File: config.mk
export PLATFORM = sky130hd
export DESIGN_NAME = wb_gpio_irq_flat
export DESIGN_NICKNAME = d
export VERILOG_FILES = /design/src/rtl/wb_gpio_pkg.sv /design/src/rtl/wb_gpio_irq_if.sv /design/src/rtl/gpio_sync_edge.sv /design/src/rtl/wb_gpio_irq.sv /design/src/flat_wrapper.sv
export SDC_FILE = /design/constraint.sdc
export NUM_CORES = 1
export LEC_CHECK = 0
export ABC_CLOCK_PERIOD_IN_PS = 2200
export CORE_AREA = 2 2 118 85
export CTS_BUF_LIST = sky130_fd_sc_hd__clkbuf_8
export CTS_CLUSTER_SIZE = 20
export DETAILED_ROUTE_END_ITERATION = 10
export DIE_AREA = 0 0 120 87
export DONT_BUFFER_PORTS = 1
export SKIP_CTS_REPAIR_TIMING = 1
export SYNTH_ARGS = -nofsm -noshare
export SYNTH_HDL_FRONTEND = slang
export SYNTH_HIERARCHICAL = 1
export SYNTH_SLANG_ARGS = --single-unit
File: constraint.sdc
create_clock -name clk -period 2.2 [get_ports clk]
set_clock_uncertainty 0.1 [all_clocks]
set_input_delay 0.44 -clock clk [delete_from_list [all_inputs] [get_ports clk]]
set_output_delay 0.44 -clock clk [all_outputs]
set_load 0.005 [all_outputs]
File: src/rtl/wb_gpio_pkg.sv
// Register offsets and byte-lane helper shared by the GPIO block and its users.
// No logic: constants and one pure function only.
package wb_gpio_pkg;

  localparam logic [7:0] ADR_IN   = 8'h00;
  localparam logic [7:0] ADR_OUT  = 8'h04;
  localparam logic [7:0] ADR_OE   = 8'h08;
  localparam logic [7:0] ADR_MASK = 8'h0C;
  localparam logic [7:0] ADR_EDGE = 8'h10;
  localparam logic [7:0] ADR_PEND = 8'h14;

  // Expands the four Wishbone byte selects into a 32-bit bit mask.
  function automatic logic [31:0] lane_mask(input logic [3:0] sel);
    return {{8{sel[3]}}, {8{sel[2]}}, {8{sel[1]}}, {8{sel[0]}}};
  endfunction

endpackage

File: src/rtl/wb_gpio_irq_if.sv
// Peripheral Wishbone slave bus as seen by wb_gpio_irq.
// Classic single-beat handshake; the slave stretches each access by one wait state.
interface wb_gpio_irq_if;

  logic        wb_stb_i;
  logic        wb_cyc_i;
  logic        wb_ack_o;
  logic        wb_we_i;
  logic [31:0] wb_adr_i;
  logic [3:0]  wb_sel_i;
  logic [31:0] wb_dat_i;
  logic [31:0] wb_dat_o;

  modport master (
    output wb_stb_i, wb_cyc_i, wb_we_i, wb_adr_i, wb_sel_i, wb_dat_i,
    input  wb_ack_o, wb_dat_o
  );

  modport slave (
    input  wb_stb_i, wb_cyc_i, wb_we_i, wb_adr_i, wb_sel_i, wb_dat_i,
    output wb_ack_o, wb_dat_o
  );

endinterface

File: src/rtl/gpio_sync_edge.sv
// Pad input synchroniser with edge detect; s lags gpio_in by SYNC_STAGES cycles, rise/fall are combinational on s.
// No backpressure: samples every cycle; arm rises SYNC_STAGES+1 cycles after reset release.
module gpio_sync_edge #(
  parameter int WIDTH       = 8,
  parameter int SYNC_STAGES = 2
) (
  input  logic             clk,
  input  logic             reset,
  input  logic [WIDTH-1:0] gpio_in,
  output logic [WIDTH-1:0] s,
  output logic [WIDTH-1:0] rise,
  output logic [WIDTH-1:0] fall,
  output logic             arm
);

  localparam logic [2:0] ARM_CNT = 3'(SYNC_STAGES);

  logic [SYNC_STAGES-1:0][WIDTH-1:0] sync_q;
  logic [WIDTH-1:0]                  prev;
  logic [2:0]                        cnt;

  always_ff @(posedge clk or negedge reset) begin
    if (!reset) begin
      sync_q <= '0;
      prev   <= '0;
      cnt    <= '0;
      arm    <= 1'b0;
    end else begin
      sync_q <= {sync_q[SYNC_STAGES-2:0], gpio_in};
      prev   <= s;
      // Hold edges off until the chain has flushed out its reset zeros.
      if (!arm) begin
        if (cnt == ARM_CNT) arm <= 1'b1;
        else                cnt <= cnt + 3'd1;
      end
    end
  end

  assign s    = sync_q[SYNC_STAGES-1];
  assign rise = s & ~prev;
  assign fall = ~s & prev;

endmodule

File: src/rtl/wb_gpio_irq.sv
// Wishbone GPIO slave with per-pin direction and edge interrupts; 2-cycle access, intr 4 cycles after a pad edge.
// Backpressure: one wait state per access, ack never asserted on consecutive cycles.
module wb_gpio_irq
  import wb_gpio_pkg::*;
#(
  parameter int WIDTH       = 8,
  parameter int SYNC_STAGES = 2
) (
  input  logic             clk,
  input  logic             reset,
  wb_gpio_irq_if.slave     bus,
  output logic             intr,
  input  logic [WIDTH-1:0] gpio_in,
  output logic [WIDTH-1:0] gpio_out,
  output logic [WIDTH-1:0] gpio_oe
);

  logic             ack;
  logic             acc;
  logic [7:0]       adr;
  logic [31:0]      lane32;
  logic [WIDTH-1:0] wmask;
  logic [WIDTH-1:0] wdat;
  logic [WIDTH-1:0] mask_q;
  logic [WIDTH-1:0] edge_q;
  logic [WIDTH-1:0] pend_q;
  logic [WIDTH-1:0] clr;
  logic [WIDTH-1:0] edge_hit;
  logic [WIDTH-1:0] s;
  logic [WIDTH-1:0] rise;
  logic [WIDTH-1:0] fall;
  logic             arm;
  logic [31:0]      rdata;
  logic [31:0]      dat_q;
  logic             unused;

  gpio_sync_edge #(
    .WIDTH       (WIDTH),
    .SYNC_STAGES (SYNC_STAGES)
  ) u_sync_edge (
    .clk     (clk),
    .reset   (reset),
    .gpio_in (gpio_in),
    .s       (s),
    .rise    (rise),
    .fall    (fall),
    .arm     (arm)
  );

  assign acc    = bus.wb_stb_i & bus.wb_cyc_i & ~ack;
  assign adr    = bus.wb_adr_i[7:0];
  assign lane32 = lane_mask(bus.wb_sel_i);
  assign wmask  = lane32[WIDTH-1:0];
  assign wdat   = bus.wb_dat_i[WIDTH-1:0];
  assign unused = &{1'b0, bus.wb_adr_i[31:8], bus.wb_dat_i, lane32};

  assign bus.wb_ack_o = bus.wb_stb_i & bus.wb_cyc_i & ack;
  assign bus.wb_dat_o = dat_q;

  assign edge_hit = {WIDTH{arm}} & ((edge_q & rise) | (~edge_q & fall));
  assign clr      = (acc && bus.wb_we_i && adr == ADR_PEND) ? (wdat & wmask) : '0;

  always_comb begin
    rdata = '0;
    unique case (adr)
      ADR_IN:   rdata = 32'(s);
      ADR_OUT:  rdata = 32'(gpio_out);
      ADR_OE:   rdata = 32'(gpio_oe);
      ADR_MASK: rdata = 32'(mask_q);
      ADR_EDGE: rdata = 32'(edge_q);
      ADR_PEND: rdata = 32'(pend_q);
      default:  rdata = '0;
    endcase
  end

  always_ff @(posedge clk or negedge reset) begin
    if (!reset) begin
      ack      <= 1'b0;
      dat_q    <= '0;
      intr     <= 1'b0;
      gpio_out <= '0;
      gpio_oe  <= '0;
      mask_q   <= '0;
      edge_q   <= '0;
      pend_q   <= '0;
    end else begin
      ack    <= acc;
      // A new edge beats a simultaneous clear of the same bit.
      pend_q <= (pend_q & ~clr) | edge_hit;
      intr   <= |(pend_q & mask_q);
      if (acc && !bus.wb_we_i) dat_q <= rdata;
      if (acc && bus.wb_we_i) begin
        unique case (adr)
          ADR_OUT:  gpio_out <= (gpio_out & ~wmask) | (wdat & wmask);
          ADR_OE:   gpio_oe  <= (gpio_oe  & ~wmask) | (wdat & wmask);
          ADR_MASK: mask_q   <= (mask_q   & ~wmask) | (wdat & wmask);
          ADR_EDGE: edge_q   <= (edge_q   & ~wmask) | (wdat & wmask);
          default: ;
        endcase
      end
    end
  end

endmodule
File: src/flat_wrapper.sv
// flat-port wrapper written by rule: the top's interface ports become plain ports
module wb_gpio_irq_flat import wb_gpio_pkg::*;
#(
  parameter int WIDTH       = 8,
  parameter int SYNC_STAGES = 2
)
  (clk, reset, intr, gpio_in, gpio_out, gpio_oe, bus_wb_stb_i, bus_wb_cyc_i, bus_wb_we_i, bus_wb_adr_i, bus_wb_sel_i, bus_wb_dat_i, bus_wb_ack_o, bus_wb_dat_o);
  wb_gpio_irq_if bus_i ();
  input  logic clk;
  input  logic reset;
  output logic intr;
  input  logic [WIDTH-1:0] gpio_in;
  output logic [WIDTH-1:0] gpio_out;
  output logic [WIDTH-1:0] gpio_oe;
  input wire logic [$bits(bus_i.wb_stb_i)-1:0] bus_wb_stb_i;
  input wire logic [$bits(bus_i.wb_cyc_i)-1:0] bus_wb_cyc_i;
  input wire logic [$bits(bus_i.wb_we_i)-1:0] bus_wb_we_i;
  input wire logic [$bits(bus_i.wb_adr_i)-1:0] bus_wb_adr_i;
  input wire logic [$bits(bus_i.wb_sel_i)-1:0] bus_wb_sel_i;
  input wire logic [$bits(bus_i.wb_dat_i)-1:0] bus_wb_dat_i;
  output wire logic [$bits(bus_i.wb_ack_o)-1:0] bus_wb_ack_o;
  output wire logic [$bits(bus_i.wb_dat_o)-1:0] bus_wb_dat_o;
  assign bus_i.wb_stb_i = bus_wb_stb_i;
  assign bus_i.wb_cyc_i = bus_wb_cyc_i;
  assign bus_i.wb_we_i = bus_wb_we_i;
  assign bus_i.wb_adr_i = bus_wb_adr_i;
  assign bus_i.wb_sel_i = bus_wb_sel_i;
  assign bus_i.wb_dat_i = bus_wb_dat_i;
  assign bus_wb_ack_o = bus_i.wb_ack_o;
  assign bus_wb_dat_o = bus_i.wb_dat_o;
  wb_gpio_irq #(.WIDTH(WIDTH), .SYNC_STAGES(SYNC_STAGES)) u_core (.clk(clk), .reset(reset), .bus(bus_i), .intr(intr), .gpio_in(gpio_in), .gpio_out(gpio_out), .gpio_oe(gpio_oe));
endmodule
==> results of run 1 <==
[routing by layer]
layer	part of all wire (%)	vias up	routed length, um	global-route usage (%)
met2	41	85	3090	20.8
met5	0	-	0	0
met4	1.0	0	79	5.24
met3	12	9	922	7.07
met1	46	1099	3500	22.0
li1	-	997	-	-
[cells in the mapped netlist (all sizes together), types with 2 or more instances]
master / n
a21oi: 2
dfrtp: 78
o22ai: 6
nand4: 3
nor2b: 24
nor3: 3
nor2: 2
a32oi: 2
mux4: 2
or3: 2
mux2: 48
ha: 2
clkbuf: 7
a22oi: 10
mux2i: 13
a221o: 8
inv: 7
nand2: 3
buf: 36
or4: 2
o21ai: 16
[cell type report]
cell class / instances / area [sq um] / area share, %
sequential: 78 / 1950 / 48.3
multi-input combinational: 180 / 1500 / 37.0
timing repair buffer: 19 / 175 / 4.33
clock buffer: 12 / 165 / 4.09
tap: 128 / 160 / 3.96
clock inverter: 4 / 68.8 / 1.70
inverter: 7 / 26.3 / 0.650
[worst register-to-register path, cell delays in order, from the launching register on]
cell	delay [ns]
dfrtp_1	0.37
nand3b_1	0.17
inv_1	0.08
nand4_1	0.17
or4_1	0.58
buf_4	0.20
mux2_2	0.27
[power breakdown]
part,switching [uW],total [uW],internal [uW]
Combinational,39.2,96.4,57.3
Sequential,16.7,1480,1460
Clock,504,1230,726
Total,560,2800,2240
[stage by stage]
stage,TNS (ns),power [uW],hold WS [ns]
after floorplan,-2.30,1620,0.0444
after global placement,-0.0487,1590,0.0473
after detailed placement,-0.0640,1590,0.0469
after CTS,0,2830,-0.347
after global routing,0,2920,-0.357
final,0,2800,-0.324
[how the worst min path moves through the flow]
| stage | start | to | slack (ns) |
|---|---|---|---|
| after global routing | reset | async pin | -0.36 |
| final | reset | u_core/u_sync_edge/prev[6] | -0.32 |
| after floorplan | reset | async pin | 0.04 |
| after detailed placement | reset | async pin | 0.05 |
| after global placement | reset | u_core/ack | 0.05 |
| after CTS | reset | async pin | -0.35 |
[logic make-up after synthesis]
logic type	synth area share (%)
DFF	53.6
xor gates and xnor gates	0.240
other	0.103
AOI/OAI and AO/OA	9.03
buffers and inverters	8.69
adders and majority gates	0.687
and+or+nand+nor	8.04
muxes	19.6
==> impl_metrics.env, run 1 <==
export IMPL_clk_pin_slew_ns=0.08
export IMPL_fin_area_sq_um=4040
export IMPL_start_util_pct=38.7
export IMPL_die_w_um=120
export IMPL_dieArea_sq_um=10400
export IMPL_layout_setup_ws_ns=0.146
export IMPL_post_drt_wl_per_cell_um=17.7
export IMPL_layout_commonest_cell="dfrtp_1"
export IMPL_hold_class="in2async"
export IMPL_cpMaxStageDelayCell="or4_1"
export IMPL_drt_total_wl_mm=7.60
export IMPL_grt_usage_pct=15.5
export IMPL_min_period_ns=2.05
export IMPL_p_leak_uw=0.00182
export IMPL_r2r_cells=6
export IMPL_nets=378
export IMPL_clkLatencyLatePin_ns=0.35
export IMPL_cp_max_fo=5
export IMPL_vias=2190
export IMPL_clock_fmax_ghz=0.487
export IMPL_ys_seq_area_share_pct=53.6
export IMPL_synthCells=285
export IMPL_synth_seq_cells=78
export IMPL_crit_cells=6
export IMPL_synth_largest_area_cell="dfrtp_1"
export IMPL_utilization_pct=42.9
export IMPL_whs_ns=-0.324
export IMPL_cap_violations=0
export IMPL_ys_top_cells_by_area="dfrtp_1, mux2_2, buf_4"
export IMPL_worstMarginPinSlew_ns=0.525
export IMPL_setup_violations=0
export IMPL_antenna_found_initial=0
export IMPL_path_cells="nand3b_1 > inv_1 > nand4_1 > or4_1 > buf_4 > mux2_2"
export IMPL_dpl_hpwl_mm=5.28
export IMPL_final_cell_count_no_fill=428
export IMPL_r2r_start="u_core/ack"
export IMPL_area_growth_pct=11.0
export IMPL_netlist_area_leader_share_pct=53.6
export IMPL_cp_data_required_time_ns=2.34
export IMPL_syn_area_per_cell_sq_um=12.8
export IMPL_placedCellCount=404
export IMPL_grt_overflow=0
export IMPL_yosysUniqueCellTypes=37
export IMPL_reg2reg_slack_ns=0.15
export IMPL_path_buf_inv=2
export IMPL_layout_common_cells="dfrtp_1, mux2_2, nor2b_1, conb_1, o21ai_0"
export IMPL_grt_pass1_wl_mm=12.0
export IMPL_fin_crit_sh_pct=93.4
export IMPL_die_h_um=87
export IMPL_grt_pass1_vias=2126
export IMPL_slew_violations=0
export IMPL_critPathLaunch="u_core/ack"
export IMPL_peakVddDrop_mv=0.510
export IMPL_synthesis_area_sq_um=3640
export IMPL_io_buffers=0
export IMPL_violations="negative hold slack"
export IMPL_fp_row_count=30
export IMPL_antennaDiodeCount=0
export IMPL_htreeDepth=3
export IMPL_final_hold_violation_count=78
export IMPL_synth_edf_count=0
export IMPL_ys_flop_type="dfrtp_1"
export IMPL_nFillCells=882
export IMPL_via_per_inst=5.12
export IMPL_dp_slack_ns=-0.0173
export IMPL_grt_max_degree=79
export IMPL_cts_tree="done"
export IMPL_powerDensity_nw_per_um2=694
export IMPL_cts_buffers=9
export IMPL_core_sq_um=9420
export IMPL_drcViolationCount=0
export IMPL_cts_sinks=78
export IMPL_ys_async_sr_fraction_pct=100
export IMPL_pin_count=131
export IMPL_slowest_delay_ns=0.58
export IMPL_gp_congestion=0.795
export IMPL_drtIter0Drc=170
export IMPL_rsz0062_at_grt="false"
export IMPL_run_status="complete, but fails checks"
export IMPL_ys_warn_count=6
export IMPL_crit_type="reg2reg"
export IMPL_clockBufferDepth=2
export IMPL_postPlaceCellArea_sq_um=3730
export IMPL_start_kind="flop"
export IMPL_drive_gt1_share_pct=27.7
export IMPL_drtAntennaViolNets=0
export IMPL_arrival_ns=2.19
export IMPL_root_buffer="clkbuf_8"
export IMPL_crit_family="simple AND/OR/NAND/NOR gates"
export IMPL_endpoint_kind="flop"
export IMPL_slew_headroom_pct=65.0
export IMPL_dr_pass1_iters=5
(Power assumes the default switching activity.)
==> run 2: changes to the inputs <==
Settings changed: ABC_CLOCK_PERIOD_IN_PS 2200 to 1650.
Clock period 2.2 ns to 1.65 ns, I/O delays scaled along.
==> impl_metrics.env, run 2 (same netlist as run 1, synthesis figures left out) <==
export IMPL_antenna_found_initial=0
export IMPL_drt_total_wl_mm=8.08
export IMPL_cts_buffers=9
export IMPL_layout_common_cells="dfrtp_1, mux2_2, nor2b_1, conb_1, dlygate4sd3_1"
export IMPL_antennaDiodeCount=0
export IMPL_final_hold_violation_count=78
export IMPL_clk_pin_slew_ns=0.08
export IMPL_nets=389
export IMPL_gp_congestion=0.809
export IMPL_grt_overflow=0
export IMPL_via_per_inst=5.08
export IMPL_p_leak_uw=0.00188
export IMPL_die_h_um=87
export IMPL_drtIter0Drc=120
export IMPL_cp_max_fo=5
export IMPL_path_cells="nand3b_1 > inv_2 > nand4_1 > or4_4 > buf_6 > mux2_2"
export IMPL_grt_pass1_vias=2236
export IMPL_cap_violations=0
export IMPL_fp_row_count=30
export IMPL_grt_pass1_wl_mm=12.4
export IMPL_setup_tns_ns=-6.96
export IMPL_rsz0062_at_grt="true"
export IMPL_root_buffer="clkbuf_8"
export IMPL_critPathLaunch="u_core/ack"
export IMPL_worstMarginPinSlew_ns=0.546
export IMPL_hold_class="in2async"
export IMPL_drtAntennaViolNets=0
export IMPL_fin_crit_sh_pct=121
export IMPL_cpMaxStageDelayCell="or4_4"
export IMPL_endpoint_kind="flop"
export IMPL_crit_type="reg2reg"
export IMPL_min_period_ns=2.00
export IMPL_layout_commonest_cell="dfrtp_1"
export IMPL_start_util_pct=38.7
export IMPL_clock_fmax_ghz=0.501
export IMPL_arrival_ns=2.13
export IMPL_drcViolationCount=0
export IMPL_vias=2232
export IMPL_peakVddDrop_mv=0.418
export IMPL_dr_pass1_iters=4
export IMPL_whs_ns=-0.438
export IMPL_io_buffers=0
export IMPL_r2r_start="u_core/ack"
export IMPL_reg2reg_slack_ns=-0.35
export IMPL_post_drt_wl_per_cell_um=18.4
export IMPL_violations="negative hold slack, negative setup slack"
export IMPL_grt_usage_pct=16.0
export IMPL_htreeDepth=3
export IMPL_grt_max_degree=79
export IMPL_area_growth_pct=13.6
export IMPL_clockBufferDepth=2
export IMPL_pin_count=131
export IMPL_drive_gt1_share_pct=28.9
export IMPL_cts_tree="done"
export IMPL_slew_headroom_pct=63.6
export IMPL_run_status="complete, but fails checks"
export IMPL_die_w_um=120
export IMPL_clkLatencyLatePin_ns=0.36
export IMPL_core_sq_um=9420
export IMPL_setup_violations=40
export IMPL_dpl_hpwl_mm=5.50
export IMPL_layout_setup_ws_ns=-0.345
export IMPL_r2r_cells=6
export IMPL_powerDensity_nw_per_um2=840
export IMPL_slowest_delay_ns=0.56
export IMPL_cp_data_required_time_ns=1.79
export IMPL_start_kind="flop"
export IMPL_cts_sinks=78
export IMPL_slew_violations=0
export IMPL_dieArea_sq_um=10400
## run 2: worst min-delay path by stage
stage	startpoint	to	slack, ns	depth (start not counted)
floorplan	reset	async pin	-0.07	0
global placement	reset	u_core/bus.wb_dat_o[0]	-0.06	0
detailed placement	reset	u_core/ack	-0.06	0
CTS	reset	async pin	-0.46	0
global route	reset	async pin	-0.46	0
finish	reset	u_core/bus.wb_dat_o[0]	-0.44	0
## run 2: routing by layer
layer | GRT usage [%] | up-vias | wire, um
li1 | - | 1012 | -
met1 | 22.3 | 1128 | 3830
met2 | 22.9 | 83 | 3500
met3 | 5.69 | 9 | 663
met4 | 5.78 | 0 | 93
met5 | 0 | - | 0
## run 2: worst max-delay path, delay by kind of cell, from the launching register on
kind	cells	cell delay, ns
and+or+nand+nor	3	0.89
DFF	1	0.37
muxes	1	0.26
buffers and inverters	2	0.24
## run 2: cell type report
class                           instances  area [sq um]
Clock buffer                            9           124
Clock inverter                          7          57.6
Fill cell                             895          5280
Inverter                                7          26.3
Multi-Input combinational cell        180          1530
Sequential cell                        78          1950
Tap cell                              128           160
Timing Repair Buffer                   30           294
## run 2: per-stage QoR
step	std cells	area, sq um	util, %	setup WS (ns)	power (uW)
2_1_floorplan	308	3820	-	-0.652	2170
3_3_place_gp	407	3770	40.0	-0.446	2120
3_5_place_dp	407	3770	40.0	-0.496	2130
4_1_cts	423	3950	42.0	-0.385	3500
5_1_grt	439	4140	43.9	-0.418	3630
6_report	439	4140	43.9	-0.345	3480
## run 2: power by group
part	internal, uW	switching (uW)
Sequential	1950	22.1
Clock	677	676
Combinational	92.0	63.5
Total	2720	761
